File: src/rtl/rsc2_enc_punct_pack.sv
// Puncture-and-pack stage for the rsc2 duobinary encoder: drops parity per coderate,
// packs surviving bits LSB-first into pODAT_W-bit words with ready/valid on both sides.
module rsc2_enc_punct_pack #(
  parameter int pODAT_W = 8,
  parameter bit pW_EN   = 1'b1
) (
  input  logic               iclk,
  input  logic               ireset,
  input  logic               iclkena,
  input  logic [2:0]         icode,
  input  logic               isop,
  input  logic               ieop,
  input  logic               ival,
  input  logic [1:0]         iab,
  input  logic [1:0]         iy,
  input  logic [1:0]         iw,
  output logic               ordy,
  input  logic               irdy,
  output logic               oval,
  output logic [pODAT_W-1:0] odat,
  output logic               osop,
  output logic               oeop,
  output logic [5:0]         onbits,
  output logic               oerr
);

  localparam int         ACC_W  = pODAT_W + 6;
  localparam logic [5:0] WORD_N = 6'(pODAT_W);

  typedef enum logic [1:0] {
    IDLE  = 2'd0,
    RUN   = 2'd1,
    FLUSH = 2'd2
  } state_t;

  // Last phase index of the puncture period for each coderate.
  function automatic logic [4:0] punct_period(input logic [2:0] code);
    logic [4:0] p;
    case (code)
      3'd0:    p = 5'd0;
      3'd1:    p = 5'd0;
      3'd2:    p = 5'd1;
      3'd3:    p = 5'd5;
      3'd4:    p = 5'd3;
      3'd5:    p = 5'd19;
      3'd6:    p = 5'd11;
      3'd7:    p = 5'd27;
      default: p = 5'd0;
    endcase
    return p;
  endfunction

  function automatic logic [27:0] punct_ymask(input logic [2:0] code);
    logic [27:0] m;
    case (code)
      3'd0:    m = 28'h000_0001;
      3'd1:    m = 28'h000_0001;
      3'd2:    m = 28'h000_0001;
      3'd3:    m = 28'h000_0005;
      3'd4:    m = 28'h000_0001;
      3'd5:    m = 28'h000_1111;
      3'd6:    m = 28'h000_0011;
      3'd7:    m = 28'h101_0111;
      default: m = 28'h000_0001;
    endcase
    return m;
  endfunction

  function automatic logic [27:0] punct_wmask(input logic [2:0] code);
    logic [27:0] m;
    case (code)
      3'd0:    m = 28'h000_0001;
      default: m = 28'h000_0000;
    endcase
    return m;
  endfunction

  state_t               state_r, state_nxt_s;
  logic [2:0]           code_r, cur_code_s;
  logic [4:0]           phase_r, cur_phase_s, phase_nxt_s;
  logic [ACC_W-1:0]     acc_r, base_acc_s, acc_nxt_s;
  logic [5:0]           fill_r, base_fill_s, fill_nxt_s, emit_cnt_s;
  logic                 sop_pend_r;
  logic                 ordy_r, ordy_nxt_s;
  logic                 oval_r, osop_r, oeop_r, oerr_r;
  logic [pODAT_W-1:0]   odat_r;
  logic [5:0]           onbits_r;
  logic                 accept_s, start_s, keep_s;
  logic [27:0]          ymask_s, wmask_s;
  logic                 y_en_s, w_en_s;
  logic [5:0]           app_bits_s, app_cnt_s;
  logic                 can_load_s, full_s, resid_s, load_full_s, load_res_s;

  assign ordy   = ordy_r;
  assign oval   = oval_r;
  assign odat   = odat_r;
  assign osop   = osop_r;
  assign oeop   = oeop_r;
  assign onbits = onbits_r;
  assign oerr   = oerr_r;

  // Next-state datapath: puncture selection, accumulator append/shift, FSM.
  always_comb begin
    accept_s    = ival & ordy_r & iclkena;
    start_s     = accept_s & isop;
    cur_code_s  = start_s ? icode : code_r;
    cur_phase_s = start_s ? 5'd0 : phase_r;
    ymask_s     = punct_ymask(cur_code_s);
    wmask_s     = punct_wmask(cur_code_s);
    y_en_s      = ymask_s[cur_phase_s];
    w_en_s      = pW_EN & wmask_s[cur_phase_s];

    case ({y_en_s, w_en_s})
      2'b11: begin app_bits_s = {iw, iy, iab};   app_cnt_s = 6'd6; end
      2'b10: begin app_bits_s = {2'b00, iy, iab}; app_cnt_s = 6'd4; end
      2'b01: begin app_bits_s = {2'b00, iw, iab}; app_cnt_s = 6'd4; end
      default: begin app_bits_s = {4'b0000, iab}; app_cnt_s = 6'd2; end
    endcase

    // Symbols outside a frame (IDLE without isop) are accepted but not appended.
    keep_s = accept_s & (start_s | (state_r == RUN));

    can_load_s  = iclkena & (~oval_r | irdy);
    full_s      = (fill_r >= WORD_N);
    resid_s     = (state_r == FLUSH) & (fill_r != 6'd0) & ~full_s;
    load_full_s = can_load_s & full_s;
    load_res_s  = can_load_s & resid_s;

    if (load_full_s) begin
      emit_cnt_s = WORD_N;
    end else if (load_res_s) begin
      emit_cnt_s = fill_r;
    end else begin
      emit_cnt_s = 6'd0;
    end

    if (start_s) begin
      base_acc_s  = '0;
      base_fill_s = 6'd0;
    end else begin
      base_acc_s  = acc_r >> emit_cnt_s;
      base_fill_s = fill_r - emit_cnt_s;
    end

    if (keep_s) begin
      acc_nxt_s   = base_acc_s | (ACC_W'(app_bits_s) << base_fill_s);
      fill_nxt_s  = base_fill_s + app_cnt_s;
      phase_nxt_s = (cur_phase_s == punct_period(cur_code_s)) ? 5'd0 : cur_phase_s + 5'd1;
    end else begin
      acc_nxt_s   = base_acc_s;
      fill_nxt_s  = base_fill_s;
      phase_nxt_s = phase_r;
    end

    case (state_r)
      IDLE: begin
        if (start_s) begin
          state_nxt_s = ieop ? FLUSH : RUN;
        end else begin
          state_nxt_s = IDLE;
        end
      end
      RUN: begin
        if (accept_s & ieop) begin
          state_nxt_s = FLUSH;
        end else begin
          state_nxt_s = RUN;
        end
      end
      FLUSH: begin
        if (iclkena & oval_r & oeop_r & irdy) begin
          state_nxt_s = IDLE;
        end else begin
          state_nxt_s = FLUSH;
        end
      end
      default: state_nxt_s = IDLE;
    endcase

    ordy_nxt_s = (state_nxt_s != FLUSH) & (fill_nxt_s < WORD_N);
  end

  // State, accumulator and registered outputs.
  always_ff @(posedge iclk or posedge ireset) begin
    if (ireset) begin
      state_r    <= IDLE;
      code_r     <= 3'd0;
      phase_r    <= 5'd0;
      acc_r      <= '0;
      fill_r     <= 6'd0;
      sop_pend_r <= 1'b0;
      ordy_r     <= 1'b0;
      oval_r     <= 1'b0;
      odat_r     <= '0;
      osop_r     <= 1'b0;
      oeop_r     <= 1'b0;
      onbits_r   <= 6'd0;
      oerr_r     <= 1'b0;
    end else if (iclkena) begin
      state_r <= state_nxt_s;
      code_r  <= cur_code_s;
      phase_r <= phase_nxt_s;
      acc_r   <= acc_nxt_s;
      fill_r  <= fill_nxt_s;
      ordy_r  <= ordy_nxt_s;
      oerr_r  <= start_s & (state_r == RUN);

      if (start_s) begin
        sop_pend_r <= 1'b1;
      end else if (load_full_s | load_res_s) begin
        sop_pend_r <= 1'b0;
      end else begin
        sop_pend_r <= sop_pend_r;
      end

      // A full word ending exactly at frame end carries oeop itself.
      if (load_full_s | load_res_s) begin
        oval_r   <= 1'b1;
        odat_r   <= acc_r[pODAT_W-1:0];
        osop_r   <= sop_pend_r;
        oeop_r   <= load_res_s | ((state_r == FLUSH) & (fill_r == WORD_N));
        onbits_r <= load_full_s ? WORD_N : fill_r;
      end else if (irdy) begin
        oval_r <= 1'b0;
        osop_r <= 1'b0;
        oeop_r <= 1'b0;
      end else begin
        oval_r <= oval_r;
      end
    end else begin
      state_r <= state_r;
    end
  end

endmodule

File: config.mk
export PLATFORM = sky130hd
export DESIGN_NAME = rsc2_enc_punct_pack
export DESIGN_NICKNAME = d
export VERILOG_FILES = /design/src/rtl/rsc2_enc_punct_pack.sv
export SDC_FILE = /design/constraint.sdc
export NUM_CORES = 1
export LEC_CHECK = 0
export CORE_MARGIN = 3
export CORE_UTILIZATION = 52
export DETAILED_ROUTE_END_ITERATION = 10
export PLACE_DENSITY_LB_ADDON = 0.1
export SYNTH_ARGS = -nofsm -noshare
export SYNTH_HDL_FRONTEND = slang
export SYNTH_SLANG_ARGS = --single-unit
File: constraint.sdc
create_clock -name iclk -period 5.03 [get_ports iclk]
set_input_delay 1.509 -clock iclk [delete_from_list [all_inputs] [get_ports iclk]]
set_output_delay 1.509 -clock iclk [all_outputs]
set_load 0.02 [all_outputs]
Word-level counts from Yosys, hierarchy flattened
Memories as Yosys holds them, arrays and structs flattened.
Index checks and enable logic that the tools add are counted.
{"block": "totals", "elab_cells": 93, "romBits": 88, "memories": 2, "regBits": 50}
{"name": "(no name shown)", "words": 8, "word_bits": 6, "read_ports": 1, "rd_ports_with_merged_regs": 0, "wr": 0, "line": "55", "source": "case (code)"}
{"name": "(no name shown)", "words": 8, "word_bits": 5, "read_ports": 1, "rd_ports_with_merged_regs": 0, "wr": 0, "line": "39", "source": "case (code)"}
{"block": "classes", "shifts": 2, "magnitude_cmp": 3, "eq_ne": 8, "add_sub_neg": 3, "mux": 29, "bitwise_logic": 23, "n_reduce_logical": 10}
{"operator": "two-way mux 6 bit", "n": 5}
{"operator": "two-way mux 14 bit", "n": 2}
{"operator": "one-hot mux 6 bit (3 select lines)", "n": 1}
{"operator": "bitwise AND 1 bit", "n": 16}
{"operator": "two-way mux 5 bit", "n": 3}
{"operator": "bitwise OR 14 bit", "n": 1}
{"operator": "left shift 6 x 6 -> 14 bit", "n": 1}
{"operator": ">> shifter 14 x 6 -> 14 bit", "n": 1}
{"operator": "binary-select mux 1 bit (select 5 bit)", "n": 2}
{"operator": "two-way mux 1 bit", "n": 9}
{"operator": "two-way mux 2 bit", "n": 4}
{"operator": "AND reduction 2 bit", "n": 4}
{"operator": "adder 6 bit", "n": 1}
{"operator": "== test 2 bit (second input constant)", "n": 3}
{"operator": "== test 6 x 4 -> 1 bit (second input constant)", "n": 1}
{"operator": ">= comparator 6 x 4 -> 1 bit (second input constant)", "n": 1}
{"operator": "< comparator 5 x 6 -> 1 bit (second input constant)", "n": 1}
{"operator": "< comparator 6 x 4 -> 1 bit (second input constant)", "n": 1}
{"operator": "one-hot mux 2 bit (3 select lines)", "n": 1}
{"operator": "one-hot mux 3 bit (2 select lines)", "n": 1}
{"operator": "nonzero test 6 bit", "n": 1}
{"operator": "subtractor 6 bit", "n": 1}
{"operator": "adder 5 x 1 -> 5 bit (second input constant)", "n": 1}
{"operator": "== test 5 bit", "n": 1}
{"operator": "9 further kinds", "n": 15}

Depth between registers and ports, before layout
{"block": "logic_depth", "ltp_word": 15, "ltp_mapped": 17, "mapped_depth_nobuf": 14}

Least setup slack after synthesis
No wires, ideal clock.
{"block": "synth_path", "kind": "input -> register", "startpoint": "input port iclkena", "endpoint": "register ordy_r (netlist: ordy)", "path_buffers": 3, "setup_ns": 0.110, "arrival_time_ns": 4.533, "slack_ns": 0.387, "path_stages": 16, "cell_sequence": "buf_2 > nor2b_1 > nand4_1 > buf_2 > inv_1 > ha_1 > fa_1 > nand2b_1 > clkbuf_1 > inv_1 > ha_1 > inv_1 > fa_1 > nor2_1 > xnor2_1 > o41ai_1"}
{"block": "synth_via", "elab_chain_cells": 14, "elab_cells_between_ends": 38, "cone_classes": "add/sub: 2; order compare: 1; eq/ne: 4; mux: 16; bitwise: 12; reduce/logical: 2; memory: 1"}
{"item": "from (decl)", "line": "9", "source": "input logic iclkena,"}
{"item": "branches (longest 14 deep; another with memory read (8 x 6 bit))"}
{"item": "to (signal assigned)", "line": "205", "source": "ordy_r <= ordy_nxt_s;"}
{"item": "to (decl)", "line": "84", "source": "logic ordy_r, ordy_nxt_s;"}
Several ways; the timed one is not identified. The select of a mux whose other input is x is not followed.
A chain may end at the register's enable or synchronous reset.

Worst setup path after layout
{"block": "layout_path", "startpoint": "input port iclkena", "endpoint": "register acc_r[8]"}
{"block": "layout_via", "elab_chain_cells": 12, "elab_cells_between_ends": 29, "cone_classes": "add/sub: 1; eq/ne: 3; shift: 2; mux: 13; bitwise: 8; reduce/logical: 1; memory: 1"}
{"item": "branches (longest 12 deep; another with memory read (8 x 6 bit))"}
{"item": "to (signal assigned)", "line": "203", "source": "acc_r <= acc_nxt_s;"}
{"item": "to (decl)", "line": "81", "source": "logic [ACC_W-1:0] acc_r, base_acc_s, acc_nxt_s;"}
Several ways; the timed one is not identified. The select of a mux whose other input is x is not followed.

==> flow_summary_export.csv <==
group,metric,value,unit
run_status,status,"finished clean",
grt,grt_max_degree,51,
clock_network,htreeDepth,2,
drt,drt_iter0_drc,291,
drt,wl_per_cell,17.8,um
critical_path,rr_worst_depth,10,
timing,skew,0.00741,ns
clock_network,cts_tree,"done",
hold_path,whs_path_depth,2,
final_layout,instances_no_fill,611,
critical_path,crit_top_cell,"inv_1",
critical_path,startpoint_type,"input port",
logic_synthesis,yosys.area.top_type,"dfrtp_1",
timing,fin_ws,0.271,ns
final_layout,syn2layout_area_growth,16.4,%
critical_path,critPathCaptureType,"register",
drt,vias,3776,
logic_synthesis,synth_area_leaders,"dfrtp_1 (32%), nand2_1 (6.4%), mux2i_1 (4.8%)",
clock_network,numCtsBuffers,5,
logic_synthesis,synth_top_flop_cell,"dfrtp_1",
die,boundaryPins,35,
timing,drv_slew,0,
grt,antenna_found_initial,0,
logic_synthesis,yosysSeqAreaShare,31.7,%
clock_network,clk_latency,0.30,ns
die,chipWidth,93.1,um
timing,hold_violations,0,
timing,finalSetupViolations,0,
logic_synthesis,ys_seq_elements,50,
place,place_inst,603,
logic_synthesis,synth_edf_count,0,
critical_path,path_delay_family,"compound AO/OA/AOI/OAI gates",
clock_network,root_buffer,"clkbuf_8",
die,start_util,54.2,%
hold_path,hold_class,"register to register",
timing,slew-limit-headroom,27.8,%
place,place_ws,-0.0237,ns
drt,ant_nets,0,
power_and_ir_drop,ir_worst_vdd,0.000319,V
logic_synthesis,syn_area,3950,um2
grt,grtUsageTotal,26.3,%
place,gp_congestion,0.932,
critical_path,worstPathCellList,"clkdlybuf4s50_1, and4_1, buf_4, mux2i_1, inv_1, nor4_1, inv_1, ha_1, o21ai_0, a21oi_1, o31ai_1, a221oi_1, a32o_1, a211o_1",
critical_path,worstSetupPathType,"input port to register",
grt,grt_pass1_wl,18200,um
grt,grt-ovfl-total,0,
drt,totalWireLength,10900,um
place,io_buffers,34,
final_layout,finalInstanceArea,4600,um2
drt,dr.pass1.iters,5,
power_and_ir_drop,leakagePower,2.06,nW
critical_path,crit_buf_inv,4,
logic_synthesis,async_flop_share,100,%
critical_path,arrival,4.96,ns
die,rows,31,
logic_synthesis,syn_nets,502,
logic_synthesis,yosysTopAreaCellShare,31.7,%
logic_synthesis,yosysUniqueCellTypes,78,
grt,grt_pass1_vias,3595,
critical_path,crit_fanout,9,
timing,worst_pin_slew,1.08,ns
logic_synthesis,avgSynthCellArea,8.37,um2
clock_network,clock_path_buffers,2,
timing,finalCriticalPeriod,4.76,ns
final_layout,drive_above_1_share,11.1,%
timing,fmax,0.210,GHz
die,dieArea,8680,um2
critical_path,required,5.23,ns
clock_network,clk_pin_slew,0.10,ns
drt,routed_via_density,6.18,
critical_path,max_stage_delay,0.62,ns
place,place_hpwl,8230,um
critical_path,cp.depth,14,
logic_synthesis,syn_inst,472,
timing,fin_crit_sh,94.6,%
drt,drc_errors,0,
clock_network,cts_sinks,50,
final_layout,diodes,0,
die,die_h,93.1,um
clock_network,cts_setup_buffers,0,
critical_path,slowest_stage,"clkdlybuf4s50_1",
final_layout,finalNetCount,541,
final_layout,finalCoreUtilization,63.1,%
timing,rsz0062_at_grt,"no",
place,dpl-instance-area,4480,um2
logic_synthesis,synth_warnings,0,
run,drv_cap,0,
power_and_ir_drop,p_per_area,508,nW/um2
die,design.core.area,7290,um2
==> cells in the mapped netlist, types with 5 or more instances <==
library cell and count:
a211oi_1 8, a21oi_1 27, a22o_1 5, buf_2 9, clkbuf_1 14, dfrtp_1 50, ha_1 12, inv_1 23
mux2_2 5, mux2i_1 19, nand2_1 67, nand2b_1 9, nand3_1 19, nand4_1 5, nor2_1 24, nor2b_1 11
nor3_1 19, o211ai_1 6, o21ai_0 21, xnor2_1 5, xor2_1 5
==> worst reg2reg max path: cells and delay by family, from the launching register on <==
kind,cells,cell delay (ns)
compound gates,1,0.35
xor+xnor,2,0.31
fa+ha+maj,3,1.15
buf+inv,2,0.49
flops,1,0.82
simple gates,2,0.38
==> final cells by class <==
cell class                      count  area, um2
Multi-Input combinational cell    369       2480
Timing Repair Buffer               60        536
Clock buffer                        5       68.8
Fill cell                         677       2690
Sequential cell                    50       1250
Clock inverter                      3       43.8
Tap cell                           99        124
Inverter                           25       95.1
==> where the power goes <==
| part | internal, mW | total [mW] | leakage, nW | switching [mW] |
|---|---|---|---|---|
| sequential | 0.493 | 0.636 | 0.661 | 0.143 |
| clock | 0.149 | 0.293 | 0.0585 | 0.144 |
| combinational | 0.602 | 1.41 | 1.34 | 0.806 |
==> kinds of logic (layout without fill, tap and decap cells) <==
family                   after synthesis  in the layout  synth area share (%)
multiplexers                          26             26                  7.10
flip-flops                            50             50                  31.7
XOR/XNOR                              10             10                  2.22
adder cells (fa/ha/maj)               14             14                  4.82
AND/OR/NAND/NOR                      180            180                  23.0
other                                  1              1                0.0950
buffers and inverters                 53             93                  5.54
AO/OA/AOI/OAI                        138            138                  25.5
==> placed cells by master (no fill, tap or decap), types with 8 or more instances in the layout <==
| master | netlist | layout |
|---|---|---|
| nand2_1 | 67 | 67 |
| dfrtp_1 | 50 | 50 |
| clkdlybuf4s50_1 | 0 | 34 |
| a211oi_1 | 8 | 8 |
| inv_1 | 23 | 22 |
| nor3_1 | 19 | 19 |
| nor2_1 | 24 | 24 |
| a21oi_1 | 27 | 27 |
| nand2b_1 | 9 | 9 |
| nor2b_1 | 11 | 11 |
| nand3_1 | 19 | 19 |
| buf_4 | 2 | 26 |
| ha_1 | 12 | 12 |
| o21ai_0 | 21 | 20 |
| mux2i_1 | 19 | 19 |
==> registers in the layout (all words and copies together) (netlist names) <==
register    cells
acc_r          14
code_r          3
fill_r          6
odat            8
oeop            1
oerr            1
onbits          6
ordy            1
osop            1
oval            1
phase_r         5
sop_pend_r      1
state_r         2
==> worst paths after layout <==
check | startpoint | end | slack, ns
setup / recovery | iclkena | acc_r[8]$_DFFE_PP0P_ | 0.27
hold / removal | odat[1]$_DFFE_PP0P_ | odat[1]$_DFFE_PP0P_ | 0.47
setup reg to reg | fill_r[0]$_DFFE_PP0P_ | ordy$_DFFE_PP0P_ | 1.41
hold reg to reg | odat[1]$_DFFE_PP0P_ | odat[1]$_DFFE_PP0P_ | 0.47
max in group asynchronous | ireset | onbits[1]$_DFFE_PP0P_ | 2.59
min in group asynchronous | ireset | onbits[5]$_DFFE_PP0P_ | 1.78
==> per-layer routing <==
metal / track usage [%] / wire length, um
met1: 38.4 / 5230
met2: 41.6 / 4890
met3: 3.70 / 648
met4: 5.13 / 97
met5: 0 / 0
==> stage by stage <==
step | hold slack (ns) | power, mW | TNS, ns
global route | 0.499 | 2.52 | 0
floorplan | 0.439 | 1.57 | 0
finish | 0.473 | 2.34 | 0
global placement | 0.448 | 2.00 | 0
CTS | 0.479 | 2.33 | 0
detailed placement | 0.456 | 2.03 | -0.0268
==> repair_timing <==
action                     CTS  global route
resized for setup            0             2
hold buffers                 0             0
setup endpoints to repair    0             2
(Power assumes the default switching activity.)
